### src/rtl/servo_access_arbiter_pkg.sv
// Shared constants, FSM encoding and helpers for the servo access arbiter.
package servo_access_arbiter_pkg;

  localparam logic [7:0] SERVO_IDLE_ANGLE = 8'd90;
  localparam logic [7:0] SERVO_MAX_ANGLE  = 8'd180;

  localparam int REQ_EV1 = 0;
  localparam int REQ_EV2 = 1;
  localparam int REQ_P2  = 2;

  localparam logic [0:0] ARB_IDLE    = 1'b0;
  localparam logic [0:0] ARB_GRANTED = 1'b1;

  function automatic logic [7:0] clamp_angle(input logic [7:0] a, input logic [7:0] max_a);
    return (a > max_a) ? max_a : a;
  endfunction

endpackage

### src/rtl/servo_access_arbiter_if.sv
// Requester-side bundle of the servo arbiter, plus the arbiter FSM state for observation.
interface servo_access_arbiter_if #(
  parameter int NUM_REQ = 3
);
  // req is a level request held for as long as the requester wants the servo;
  // grant is registered, one-hot or zero, and follows req with one cycle of latency.
  logic [NUM_REQ-1:0]   req;
  logic [8*NUM_REQ-1:0] angle_in;
  logic [NUM_REQ-1:0]   grant;
  logic [7:0]           angle_out;
  logic                 settled;
  logic                 busy;
  logic [0:0]           state;

  modport master (
    output req, angle_in,
    input  grant, angle_out, settled, busy, state
  );

  modport slave (
    input  req, angle_in,
    output grant, angle_out, settled, busy, state
  );
endinterface

### src/rtl/servo_slew_limiter.sv
// Moves angle_out one degree toward target every SLEW_DIV cycles; settled is the
// registered equality of angle_out and target.
module servo_slew_limiter
  import servo_access_arbiter_pkg::*;
#(
  parameter int         SLEW_DIV   = 50000,
  parameter logic [7:0] IDLE_ANGLE = SERVO_IDLE_ANGLE
) (
  input  logic       clk,
  input  logic       rst,
  input  logic [7:0] target,
  output logic [7:0] angle_out,
  output logic       settled
);

  localparam int SW = (SLEW_DIV > 1) ? $clog2(SLEW_DIV) : 1;
  localparam logic [SW-1:0] WRAP = SW'(SLEW_DIV - 1);

  logic [SW-1:0] slew_cnt;

  // Direction is decided per step from the live target, so a reversal never overshoots.
  always_ff @(posedge clk) begin
    if (rst) begin
      slew_cnt  <= '0;
      angle_out <= IDLE_ANGLE;
      settled   <= 1'b1;
    end else begin
      settled <= (angle_out == target);
      if (slew_cnt == WRAP) begin
        slew_cnt <= '0;
        if (angle_out < target)
          angle_out <= angle_out + 8'd1;
        else if (angle_out > target)
          angle_out <= angle_out - 8'd1;
      end else begin
        slew_cnt <= slew_cnt + SW'(1);
      end
    end
  end

endmodule

### src/rtl/servo_access_arbiter.sv
// Fixed-priority servo arbiter with a minimum-hold guard against preemption thrash,
// feeding a slew limiter that parks the servo at IDLE_ANGLE when nobody holds it.
module servo_access_arbiter
  import servo_access_arbiter_pkg::*;
#(
  parameter int         NUM_REQ      = 3,
  parameter int         SLEW_DIV     = 50000,
  parameter int         MIN_HOLD_CYC = 250000,
  parameter logic [7:0] IDLE_ANGLE   = SERVO_IDLE_ANGLE,
  parameter logic [7:0] MAX_ANGLE    = SERVO_MAX_ANGLE
) (
  input logic                   clk,
  input logic                   rst,
  servo_access_arbiter_if.slave bus
);

  localparam int HW = (MIN_HOLD_CYC > 0) ? $clog2(MIN_HOLD_CYC + 1) : 1;
  localparam logic [HW-1:0] HOLD_LOAD = HW'(MIN_HOLD_CYC);

  logic [0:0]         state, state_d;
  logic [NUM_REQ-1:0] grant, grant_d;
  logic [HW-1:0]      hold_cnt, hold_d;
  logic [NUM_REQ-1:0] req_top;
  logic [NUM_REQ-1:0] higher;
  logic [7:0]         target;
  logic [7:0]         angle_q;
  logic               settled_q;

  // Index 0 is highest priority, so the lowest set bit wins; bits below the one-hot
  // grant are exactly the requesters allowed to preempt it.
  assign req_top = bus.req & (~bus.req + NUM_REQ'(1));
  assign higher  = bus.req & (grant - NUM_REQ'(1));

  always_comb begin
    state_d = state;
    grant_d = grant;
    hold_d  = hold_cnt;
    case (state)
      ARB_IDLE: begin
        if (|bus.req) begin
          state_d = ARB_GRANTED;
          grant_d = req_top;
          hold_d  = HOLD_LOAD;
        end
      end
      default: begin
        if (!(|(bus.req & grant))) begin
          // A release hands over immediately, with no hold check.
          if (|bus.req) begin
            grant_d = req_top;
            hold_d  = HOLD_LOAD;
          end else begin
            state_d = ARB_IDLE;
            grant_d = '0;
            hold_d  = '0;
          end
        end else if ((|higher) && (hold_cnt == '0)) begin
          grant_d = req_top;
          hold_d  = HOLD_LOAD;
        end else if (hold_cnt != '0) begin
          hold_d = hold_cnt - HW'(1);
        end
      end
    endcase
  end

  always_ff @(posedge clk) begin
    if (rst) begin
      state    <= ARB_IDLE;
      grant    <= '0;
      hold_cnt <= '0;
    end else begin
      state    <= state_d;
      grant    <= grant_d;
      hold_cnt <= hold_d;
    end
  end

  always_comb begin
    target = IDLE_ANGLE;
    for (int i = 0; i < NUM_REQ; i++) begin
      if (grant[i])
        target = clamp_angle(bus.angle_in[8*i +: 8], MAX_ANGLE);
    end
  end

  servo_slew_limiter #(
    .SLEW_DIV  (SLEW_DIV),
    .IDLE_ANGLE(IDLE_ANGLE)
  ) u_slew (
    .clk      (clk),
    .rst      (rst),
    .target   (target),
    .angle_out(angle_q),
    .settled  (settled_q)
  );

  assign bus.grant     = grant;
  assign bus.busy      = |grant;
  assign bus.angle_out = angle_q;
  assign bus.settled   = settled_q;
  assign bus.state     = state;

endmodule

### src/flat_wrapper.sv
// flat-port wrapper written by rule: the top's interface ports become plain ports
module servo_access_arbiter_flat import servo_access_arbiter_pkg::*;
#(
  parameter int         NUM_REQ      = 3,
  parameter int         SLEW_DIV     = 50000,
  parameter int         MIN_HOLD_CYC = 250000,
  parameter logic [7:0] IDLE_ANGLE   = SERVO_IDLE_ANGLE,
  parameter logic [7:0] MAX_ANGLE    = SERVO_MAX_ANGLE
)
  (clk, rst, bus_req, bus_angle_in, bus_grant, bus_angle_out, bus_settled, bus_busy, bus_state);
  servo_access_arbiter_if #(.NUM_REQ(NUM_REQ)) bus_i ();
  input logic clk;
  input logic rst;
  input wire logic [$bits(bus_i.req)-1:0] bus_req;
  input wire logic [$bits(bus_i.angle_in)-1:0] bus_angle_in;
  output wire logic [$bits(bus_i.grant)-1:0] bus_grant;
  output wire logic [$bits(bus_i.angle_out)-1:0] bus_angle_out;
  output wire logic [$bits(bus_i.settled)-1:0] bus_settled;
  output wire logic [$bits(bus_i.busy)-1:0] bus_busy;
  output wire logic [$bits(bus_i.state)-1:0] bus_state;
  assign bus_i.req = bus_req;
  assign bus_i.angle_in = bus_angle_in;
  assign bus_grant = bus_i.grant;
  assign bus_angle_out = bus_i.angle_out;
  assign bus_settled = bus_i.settled;
  assign bus_busy = bus_i.busy;
  assign bus_state = bus_i.state;
  servo_access_arbiter #(.NUM_REQ(NUM_REQ), .SLEW_DIV(SLEW_DIV), .MIN_HOLD_CYC(MIN_HOLD_CYC), .IDLE_ANGLE(IDLE_ANGLE), .MAX_ANGLE(MAX_ANGLE)) u_core (.clk(clk), .rst(rst), .bus(bus_i));
endmodule
### config.mk
export PLATFORM = sky130hd
export DESIGN_NAME = servo_access_arbiter_flat
export DESIGN_NICKNAME = d
export VERILOG_FILES = /design/src/rtl/servo_access_arbiter_pkg.sv /design/src/rtl/servo_access_arbiter_if.sv /design/src/rtl/servo_slew_limiter.sv /design/src/rtl/servo_access_arbiter.sv /design/src/flat_wrapper.sv
export SDC_FILE = /design/constraint.sdc
export NUM_CORES = 1
export LEC_CHECK = 0
export ABC_AREA = 1
export ABC_CLOCK_PERIOD_IN_PS = 3270
export CELL_PAD_IN_SITES_DETAIL_PLACEMENT = 0
export CELL_PAD_IN_SITES_GLOBAL_PLACEMENT = 2
export CORE_MARGIN = 2
export CORE_UTILIZATION = 27
export DETAILED_ROUTE_END_ITERATION = 8
export GPL_ROUTABILITY_DRIVEN = 0
export GPL_TIMING_DRIVEN = 0
export PLACE_DENSITY = 0.79
export SYNTH_ARGS = -nofsm -noshare
export SYNTH_HDL_FRONTEND = slang
export SYNTH_SLANG_ARGS = --single-unit
export TNS_END_PERCENT = 30
### constraint.sdc
create_clock -name clk -period 3.27 [get_ports clk]
set_clock_uncertainty 0.05 [all_clocks]
set_input_delay 0.4905 -clock clk [delete_from_list [all_inputs] [get_ports clk]]
set_output_delay 0.4905 -clock clk [all_outputs]
set_load 0.1 [all_outputs]
==> results of run 1 <==
==> synthesized netlist by cell type (4+ instances only) <==
library cell / instances
a21oi_1: 46
buf_2: 4
dfxtp_1: 47
ha_1: 18
inv_1: 58
nand2_1: 98
nand3_1: 45
nand4_1: 6
nor2_1: 74
nor3_1: 16
o21ai_0: 26
xnor2_1: 4
xor2_1: 19
==> power groups by stage <==
stage	Sequential (mW)	Clock (mW)	Combinational [mW]
after floorplan	0.655	0	0.377
after global placement	0.626	0	0.556
after detailed placement	0.627	0	0.560
after CTS	0.614	0.550	0.656
after global routing	0.619	0.581	0.830
final	0.616	0.533	0.749
==> final cells by class <==
| type | instances | area share |
|---|---|---|
| Clock inverter | 1 | 0.00198 |
| Clock buffer | 7 | 0.0322 |
| Timing Repair Buffer | 56 | 0.119 |
| Inverter | 62 | 0.0534 |
| Sequential cell | 47 | 0.214 |
| Multi-Input combinational cell | 383 | 0.526 |
| Tap cell | 147 | 0.0416 |
| Buffer | 8 | 0.0113 |
==> registers in the layout, indices dropped and copies added (netlist names) <==
signal / count
u_core.bus.grant: 3
u_core.bus.state: 1
u_core.hold_cnt: 18
u_core.u_slew.angle_out: 8
u_core.u_slew.settled: 1
u_core.u_slew.slew_cnt: 16
==> routing by layer <==
layer,track usage,vias to the layer above
li1,-,1764
met1,0.210,1556
met2,0.240,31
met3,0.0213,6
met4,0.0228,0
met5,0,-
==> what timing repair did <==
| item | in CTS | in global routing |
|---|---|---|
| hold endpoints to repair | 0 | 0 |
| setup endpoints to repair | 7 | 5 |
| gates resized for setup | 44 | 68 |
| pin swaps | 27 | 50 |
| buffers inserted | 7 | 7 |
| cloned | 1 | 0 |
==> cells by family (layout without fill, tap and decap cells) <==
group / after synthesis / in the layout
AND/OR/NAND/NOR: 255 / 256
AO/OA/AOI/OAI: 85 / 85
buffers and inverters: 71 / 134
flip-flops: 47 / 47
XOR/XNOR: 23 / 23
adder cells (fa/ha/maj): 19 / 19
==> path summary, 6_finish.rpt <==
check	cells after the start	startpoint	end	slack, ns
max	21	bus_angle_in[3]	u_core.u_slew.angle_out[6]	0.17
min	1	u_core.u_slew.slew_cnt[0]	u_core.u_slew.slew_cnt[0]	0.40
max reg2reg	19	u_core.bus.grant[0]	u_core.u_slew.angle_out[6]	0.23
min reg2reg	1	u_core.u_slew.slew_cnt[0]	u_core.u_slew.slew_cnt[0]	0.40
==> metrics by stage <==
step	area [sq um]	cells
global route	4430	711
floorplan	3270	500
global placement	3870	689
finish	4430	711
CTS	4190	705
detailed placement	3870	689
==> report_table.html, run 1 <==
<table>
<tr><th>Metric</th><th>Value</th></tr>
<tr><th colspan="2">Outcome</th></tr>
<tr><td>Status</td><td>finished clean</td></tr>
<tr><th colspan="2">Synth</th></tr>
<tr><td>Post-synthesis mux area share</td><td>0</td></tr>
<tr><td>Area fraction in compound gates after synthesis</td><td>0.142</td></tr>
<tr><td>Count of flip-flops with a built-in enable after synthesis</td><td>0</td></tr>
<tr><td>Post-synthesis share of cell area spent on and, or, nand and nor gates</td><td>0.345</td></tr>
<tr><td>Area of the mapped netlist</td><td>3260 sq um</td></tr>
<tr><td>Post-synthesis cell type count</td><td>40</td></tr>
<tr><td>Top area cells in the synthesized netlist</td><td>dfxtp_1 29%, nand2_1 11%, nor2_1 8.5%, a21oi_1 7.1%, ha_1 6.9%</td></tr>
<tr><td>Post-synthesis share of cell area spent on xor and xnor gates</td><td>0.0618</td></tr>
<tr><td>Post-Synthesis Cells</td><td>500</td></tr>
<tr><td>Post-synthesis average cell area</td><td>6.52 sq um</td></tr>
<tr><td>Mapped Nets</td><td>548</td></tr>
<tr><td>Number of warnings issued by yosys</td><td>0</td></tr>
<tr><td>Share of synthesized registers carrying an async set or reset</td><td>0</td></tr>
<tr><td>Most used flip-flop cell after synthesis</td><td>dfxtp_1</td></tr>
<tr><td>Flip-flop and latch count after synthesis</td><td>47</td></tr>
<tr><td>Dominant combinational cell family by area after synthesis</td><td>simple AND/OR/NAND/NOR gates</td></tr>
<tr><td>Adder and majority gate portion of the synthesized area</td><td>0.0752</td></tr>
<tr><td>Top-area cell type share of the netlist area</td><td>0.289</td></tr>
<tr><td>Largest area contributor in the netlist</td><td>dfxtp_1</td></tr>
<tr><td>Seq/Total Area, Yosys</td><td>0.289</td></tr>
<tr><th colspan="2">Power and ir drop</th></tr>
<tr><td>Net Switching</td><td>0.685 mW</td></tr>
<tr><td>Power per cell area</td><td>429 nW/um^2</td></tr>
<tr><td>Leak Pwr</td><td>1.92 nW</td></tr>
<tr><td>Sw frac</td><td>0.361</td></tr>
<tr><td>Power share of the combinational group</td><td>0.394</td></tr>
<tr><td>Peak VDD IR</td><td>390 uV</td></tr>
<tr><td>Internal power contribution</td><td>1.21 mW</td></tr>
<tr><td>PnR Total Power</td><td>1.90 mW</td></tr>
<tr><td>Sequential power share</td><td>0.325</td></tr>
<tr><td>Clock network fraction of total power</td><td>0.281</td></tr>
<tr><th colspan="2">Floorplan</th></tr>
<tr><td>Die width</td><td>114 um</td></tr>
<tr><td>Die Span Y</td><td>114 um</td></tr>
<tr><td>Number of top-level pins</td><td>43</td></tr>
<tr><td>Rows</td><td>40</td></tr>
<tr><td>Floorplan die area</td><td>13,000 sq um</td></tr>
<tr><td>Area inside the core boundary</td><td>11,900 sq um</td></tr>
<tr><td>Effective utilization at floorplan</td><td>0.274</td></tr>
<tr><th colspan="2">Global routing</th></tr>
<tr><td>Initial antenna violation count</td><td>0</td></tr>
<tr><td>Overall Global Routing Usage</td><td>0.147</td></tr>
<tr><td>First-pass GRT wire length</td><td>15,500 um</td></tr>
<tr><td>Maximum number of pins on one net before global-route repair</td><td>15</td></tr>
<tr><td>Number of global-route vias before repair</td><td>3,239</td></tr>
<tr><td>Overflow after GRT</td><td>0</td></tr>
<tr><th colspan="2">Layout</th></tr>
<tr><td>Share of cells above drive strength 1</td><td>0.183</td></tr>
<tr><td>Antenna diode count</td><td>0</td></tr>
<tr><td>Area growth from synthesis to layout</td><td>35.7%</td></tr>
<tr><td>Commonest cells after routing, fill and taps aside</td><td>85 x nand2_1, 70 x nor2_1, 54 x inv_1</td></tr>
<tr><td>Final net count</td><td>611</td></tr>
<tr><td>Filler cells</td><td>1,290</td></tr>
<tr><td>Finished Core Util</td><td>0.372</td></tr>
<tr><td>Storage element area</td><td>947 sq um</td></tr>
<tr><td>Commonest non-fill, non-tap cell in the layout</td><td>nand2_1</td></tr>
<tr><td>Combined area of the multi-input logic cells</td><td>2330 sq um</td></tr>
<tr><th colspan="2">Timing</th></tr>
<tr><td>Final slew viol count</td><td>0</td></tr>
<tr><td>Slew HR</td><td>0.325</td></tr>
<tr><td>Endpoints failing setup</td><td>0</td></tr>
<tr><td>Final hold violation count</td><td>0</td></tr>
<tr><td>Minimum clock period after layout</td><td>3.10 ns</td></tr>
<tr><td>Smallest hold slack</td><td>0.404 ns</td></tr>
<tr><td>Top achievable clock speed</td><td>323 MHz</td></tr>
<tr><td>Post-route setup TNS</td><td>0 ns</td></tr>
<tr><td>Worst Setup Slack, final</td><td>0.174 ns</td></tr>
<tr><td>Slew of the pin with the lowest slew margin</td><td>1.01 ns</td></tr>
<tr><td>Final cycle utilization of the critical path</td><td>0.947</td></tr>
<tr><th colspan="2">Worst setup path</th></tr>
<tr><td>Worst EP required</td><td>3.39 ns</td></tr>
<tr><td>Type of the worst setup path</td><td>primary input to flip-flop</td></tr>
<tr><td>Cell mode on critical path</td><td>nand2_1</td></tr>
<tr><td>Cells along the critical path</td><td>dlygate4sd2_1 &gt; inv_1 &gt; a21oi_2 &gt; o21ai_4 &gt; nand2_1 &gt; nand2_1 &gt; nand2_2 &gt; a21oi_2 &gt; ha_1 &gt; nand2_1 &gt; a21oi_2 &gt; nor2_4 &gt; nand2_8 &gt; ha_4 &gt; inv_2 &gt; buf_4 &gt; nor3_1 &gt; nand2_1 &gt; nand3_1 &gt; xnor2_1 &gt; o21ai_0</td></tr>
<tr><td>Crit-path leading delay family</td><td>simple AND/OR/NAND/NOR gates</td></tr>
<tr><td>Max stage delay on crit path</td><td>0.29 ns</td></tr>
<tr><td>Critical path capture point type</td><td>flip-flop</td></tr>
<tr><td>Count of buffer and inverter cells on the critical path</td><td>4</td></tr>
<tr><td>Element type at the critical path start</td><td>primary input</td></tr>
<tr><td>Data arrival time of the worst path</td><td>3.21 ns</td></tr>
<tr><td>Largest fanout on the critical path</td><td>6</td></tr>
<tr><td>Crit-path slowest cell</td><td>ha_4</td></tr>
<tr><th colspan="2">Clocking</th></tr>
<tr><td>Maximum root-to-sink buffer count</td><td>2</td></tr>
<tr><td>Clk root buf</td><td>clkbuf_16</td></tr>
<tr><td>TritonCTS clock tree</td><td>built</td></tr>
<tr><td>Clock sink count</td><td>47</td></tr>
<tr><td>Clock slew at the register clock pins of the worst setup and hold paths</td><td>0.07 ns</td></tr>
<tr><td>Number of buffers created by CTS</td><td>5</td></tr>
<tr><td>Count of hold-fix buffers inserted at cts</td><td>0</td></tr>
<tr><td>Source-to-sink clock delay at the later pin of the worst-skew pair</td><td>0.29 ns</td></tr>
<tr><td>Number of levels the H-tree was split into</td><td>2</td></tr>
<tr><th colspan="2">Placement</th></tr>
<tr><td>Final HPWL DP</td><td>7000 um</td></tr>
<tr><td>Worst Setup Slack post-DPL</td><td>-1.02 ns</td></tr>
<tr><td>Total of buffers placed on input and output ports</td><td>42</td></tr>
<tr><th colspan="2">Min path</th></tr>
<tr><td>Tightest Hold Check Type</td><td>flip-flop to flip-flop</td></tr>
<tr><th colspan="2">Detailed routing</th></tr>
<tr><td>Length of the first detailed-routing pass in iterations</td><td>4</td></tr>
<tr><td>Post-route met1 wirelength</td><td>4780 um</td></tr>
<tr><td>Average via count per standard cell</td><td>4.72</td></tr>
<tr><td>Drt initial violations</td><td>150</td></tr>
<tr><td>Antenna-violating nets left</td><td>0</td></tr>
<tr><td>Detailed route wirelength on metal2</td><td>4390 um</td></tr>
<tr><td>Drt wl/cell</td><td>13.3 um</td></tr>
<tr><td>Remaining routing DRC violations</td><td>0</td></tr>
<tr><td>Uppermost layer routed</td><td>met4</td></tr>
<tr><td>Total routed wirelength</td><td>9480 um</td></tr>
<tr><td>Routed length on met3</td><td>238 um</td></tr>
<tr><td>Number of vias in the routed layout</td><td>3,357</td></tr>
<tr><th colspan="2">Job</th></tr>
<tr><td>Maximum capacitance violations</td><td>0</td></tr>
</table>
Note: power is estimated with default switching activity, not from simulation.
==> inputs of run 2 (changes only) <==
--- a/config.mk
+++ b/config.mk
@@ -6,15 +6,15 @@
 export NUM_CORES = 1
 export LEC_CHECK = 0
 export ABC_AREA = 1
-export ABC_CLOCK_PERIOD_IN_PS = 3270
+export ABC_CLOCK_PERIOD_IN_PS = 3000
 export CELL_PAD_IN_SITES_DETAIL_PLACEMENT = 0
 export CELL_PAD_IN_SITES_GLOBAL_PLACEMENT = 2
 export CORE_MARGIN = 2
-export CORE_UTILIZATION = 27
+export CORE_UTILIZATION = 30
 export DETAILED_ROUTE_END_ITERATION = 8
 export GPL_ROUTABILITY_DRIVEN = 0
 export GPL_TIMING_DRIVEN = 0
-export PLACE_DENSITY = 0.79
+export PLACE_DENSITY = 0.83
 export SYNTH_ARGS = -nofsm -noshare
 export SYNTH_HDL_FRONTEND = slang
 export SYNTH_SLANG_ARGS = --single-unit
==> constraint.sdc (replaced) <==
create_clock -name clk -period 3 [get_ports clk]
set_clock_uncertainty 0.05 [all_clocks]
set_input_delay 0.45 -clock clk [delete_from_list [all_inputs] [get_ports clk]]
set_output_delay 0.45 -clock clk [all_outputs]
set_load 0.1 [all_outputs]
==> report_table.html, run 2 (synthesis results as in run 1) <==
<table>
<tr><th>Metric</th><th>Value</th></tr>
<tr><th colspan="2">Clocking</th></tr>
<tr><td>Number of buffers created by CTS</td><td>5</td></tr>
<tr><td>Clk root buf</td><td>clkbuf_8</td></tr>
<tr><td>Clock slew at the register clock pins of the worst setup and hold paths</td><td>0.10 ns</td></tr>
<tr><td>Count of hold-fix buffers inserted at cts</td><td>0</td></tr>
<tr><td>TritonCTS clock tree</td><td>built</td></tr>
<tr><td>Number of levels the H-tree was split into</td><td>2</td></tr>
<tr><td>Source-to-sink clock delay at the later pin of the worst-skew pair</td><td>0.31 ns</td></tr>
<tr><td>Maximum root-to-sink buffer count</td><td>2</td></tr>
<tr><td>Clock sink count</td><td>47</td></tr>
<tr><th colspan="2">Timing</th></tr>
<tr><td>Slew HR</td><td>0.330</td></tr>
<tr><td>Top achievable clock speed</td><td>337 MHz</td></tr>
<tr><td>Final hold violation count</td><td>0</td></tr>
<tr><td>Slew of the pin with the lowest slew margin</td><td>1.00 ns</td></tr>
<tr><td>Endpoints failing setup</td><td>0</td></tr>
<tr><td>Final slew viol count</td><td>0</td></tr>
<tr><td>RSZ-0062 raised after global routing</td><td>true</td></tr>
<tr><td>Final cycle utilization of the critical path</td><td>0.989</td></tr>
<tr><td>Minimum clock period after layout</td><td>2.97 ns</td></tr>
<tr><td>Worst Setup Slack, final</td><td>0.0332 ns</td></tr>
<tr><th colspan="2">Detailed routing</th></tr>
<tr><td>Total routed wirelength</td><td>9220 um</td></tr>
<tr><td>Drt initial violations</td><td>123</td></tr>
<tr><td>Antenna-violating nets left</td><td>0</td></tr>
<tr><td>Average via count per standard cell</td><td>4.74</td></tr>
<tr><td>Length of the first detailed-routing pass in iterations</td><td>4</td></tr>
<tr><td>Remaining routing DRC violations</td><td>0</td></tr>
<tr><td>Number of vias in the routed layout</td><td>3,391</td></tr>
<tr><td>Drt wl/cell</td><td>12.9 um</td></tr>
<tr><th colspan="2">Layout</th></tr>
<tr><td>Filler cells</td><td>1,128</td></tr>
<tr><td>Share of cells above drive strength 1</td><td>0.222</td></tr>
<tr><td>Finished Core Util</td><td>0.420</td></tr>
<tr><td>Flip-flop count of the largest register, all copies and words added</td><td>18</td></tr>
<tr><td>Largest register by flop count</td><td>u_core.hold_cnt</td></tr>
<tr><td>Largest registers</td><td>u_core.hold_cnt: 18 flops, u_core.u_slew.slew_cnt: 16 flops, u_core.u_slew.angle_out: 8 flops</td></tr>
<tr><td>Final net count</td><td>623</td></tr>
<tr><td>Antenna diode count</td><td>0</td></tr>
<tr><td>Commonest cells after routing, fill and taps aside</td><td>83 x nand2_1, 67 x nor2_1, 51 x inv_1</td></tr>
<tr><td>Area growth from synthesis to layout</td><td>37.8%</td></tr>
<tr><td>Commonest non-fill, non-tap cell in the layout</td><td>nand2_1</td></tr>
<tr><th colspan="2">Global routing</th></tr>
<tr><td>Number of global-route vias before repair</td><td>3,204</td></tr>
<tr><td>Initial antenna violation count</td><td>0</td></tr>
<tr><td>First-pass GRT wire length</td><td>15,000 um</td></tr>
<tr><td>Overflow after GRT</td><td>0</td></tr>
<tr><td>Maximum number of pins on one net before global-route repair</td><td>15</td></tr>
<tr><td>Overall Global Routing Usage</td><td>0.161</td></tr>
<tr><th colspan="2">Job</th></tr>
<tr><td>Maximum capacitance violations</td><td>0</td></tr>
<tr><th colspan="2">Power and ir drop</th></tr>
<tr><td>Power per cell area</td><td>455 nW/um^2</td></tr>
<tr><td>Peak VDD IR</td><td>257 uV</td></tr>
<tr><td>Leak Pwr</td><td>1.93 nW</td></tr>
<tr><th colspan="2">Worst setup path</th></tr>
<tr><td>Startpoint of the worst-slack reg-to-reg timing path</td><td>u_core.bus.grant[0]</td></tr>
<tr><td>Element type at the critical path start</td><td>flip-flop</td></tr>
<tr><td>Type of the worst setup path</td><td>flip-flop to flip-flop</td></tr>
<tr><td>Setup crit start</td><td>u_core.bus.grant[0]</td></tr>
<tr><td>Worst EP required</td><td>3.17 ns</td></tr>
<tr><td>Data arrival time of the worst path</td><td>3.14 ns</td></tr>
<tr><td>Critical path capture point type</td><td>flip-flop</td></tr>
<tr><td>Largest fanout on the critical path</td><td>5</td></tr>
<tr><th colspan="2">Min path</th></tr>
<tr><td>Tightest Hold Check Type</td><td>flip-flop to flip-flop</td></tr>
<tr><td>Hold path start</td><td>u_core.u_slew.slew_cnt[0]</td></tr>
<tr><th colspan="2">Placement</th></tr>
<tr><td>Final HPWL DP</td><td>6800 um</td></tr>
<tr><td>Worst Setup Slack post-DPL</td><td>-0.835 ns</td></tr>
<tr><td>Total of buffers placed on input and output ports</td><td>42</td></tr>
<tr><th colspan="2">Floorplan</th></tr>
<tr><td>Floorplan die area</td><td>11,700 sq um</td></tr>
<tr><td>Effective utilization at floorplan</td><td>0.305</td></tr>
<tr><td>Area inside the core boundary</td><td>10,700 sq um</td></tr>
<tr><td>Rows</td><td>38</td></tr>
<tr><td>Die Span Y</td><td>108 um</td></tr>
<tr><td>Number of top-level pins</td><td>43</td></tr>
<tr><td>Die width</td><td>108 um</td></tr>
<tr><th colspan="2">Outcome</th></tr>
<tr><td>Status</td><td>finished clean</td></tr>
</table>
run 2: path summary, 6_finish.rpt:
check                           cells after the start                    endpoint  slack (ns)
worst min register to register                      1   u_core.u_slew.slew_cnt[0]        0.40
worst max-delay path                               22  u_core.u_slew.angle_out[7]        0.03
worst min-delay path                                1   u_core.u_slew.slew_cnt[0]        0.40
worst max register to register                     22  u_core.u_slew.angle_out[7]        0.03
run 2: area by class of cell:
class | instances | area (sq um) | area share
clock buffer | 7 | 97.6 | 0.0217
buffer | 8 | 50.0 | 0.0111
multi-input combinational | 383 | 2350 | 0.523
tap | 140 | 175 | 0.0390
inverter | 62 | 239 | 0.0532
sequential | 47 | 952 | 0.212
timing repair buffer | 68 | 598 | 0.133
clock inverter | 1 | 30.0 | 0.00668
run 2: worst max-delay path, stage by stage, from the launching register on:
cell and delay (ns):
dfxtp_4 0.38, inv_4 0.06, nor2_4 0.04, a221o_1 0.36, nor2_1 0.13, a21oi_1 0.05, ha_1 0.29, nand2_2 0.10
buf_12 0.14, nor2_4 0.11, nand2_4 0.09, nand2_8 0.13, ha_4 0.22, inv_2 0.06, nand2_2 0.05, nand4_1 0.12
inv_1 0.06, nor2_1 0.11, nand2_1 0.09, inv_1 0.06, nor2_1 0.03, nor2_1 0.09, nor2_1 0.05
run 2: where the power goes:
part | internal [mW] | switching [mW] | leakage [nW]
sequential | 0.646 | 0.0231 | 0.386
clock | 0.300 | 0.235 | 0.0636
combinational | 0.365 | 0.476 | 1.48
run 2: per-layer routing:
metal	track usage	wire length (um)	up-vias
li1	-	-	1785
met1	0.229	4550	1554
met2	0.256	4290	43
met3	0.0259	288	9
met4	0.0375	88	0
met5	0	0	-
run 2: metrics by stage:
stage / power (mW) / cells / setup TNS (ns) / instance area, sq um / hold WS [ns]
2_1_floorplan: 1.16 / 500 / 0 / 3370 / 0.368
3_3_place_gp: 1.33 / 682 / -5.12 / 3960 / 0.380
3_5_place_dp: 1.33 / 682 / -5.25 / 3960 / 0.396
4_1_cts: 1.97 / 701 / 0 / 4260 / 0.411
5_1_grt: 2.17 / 716 / -0.356 / 4490 / 0.439
6_report: 2.05 / 716 / 0 / 4490 / 0.401
run 2: repair_timing:
item	4_1_cts	5_1_grt
setup endpoints to repair	8	6
resized for setup	68	58
pin swaps	40	46
cloned	1	0
buffers inserted	10	16
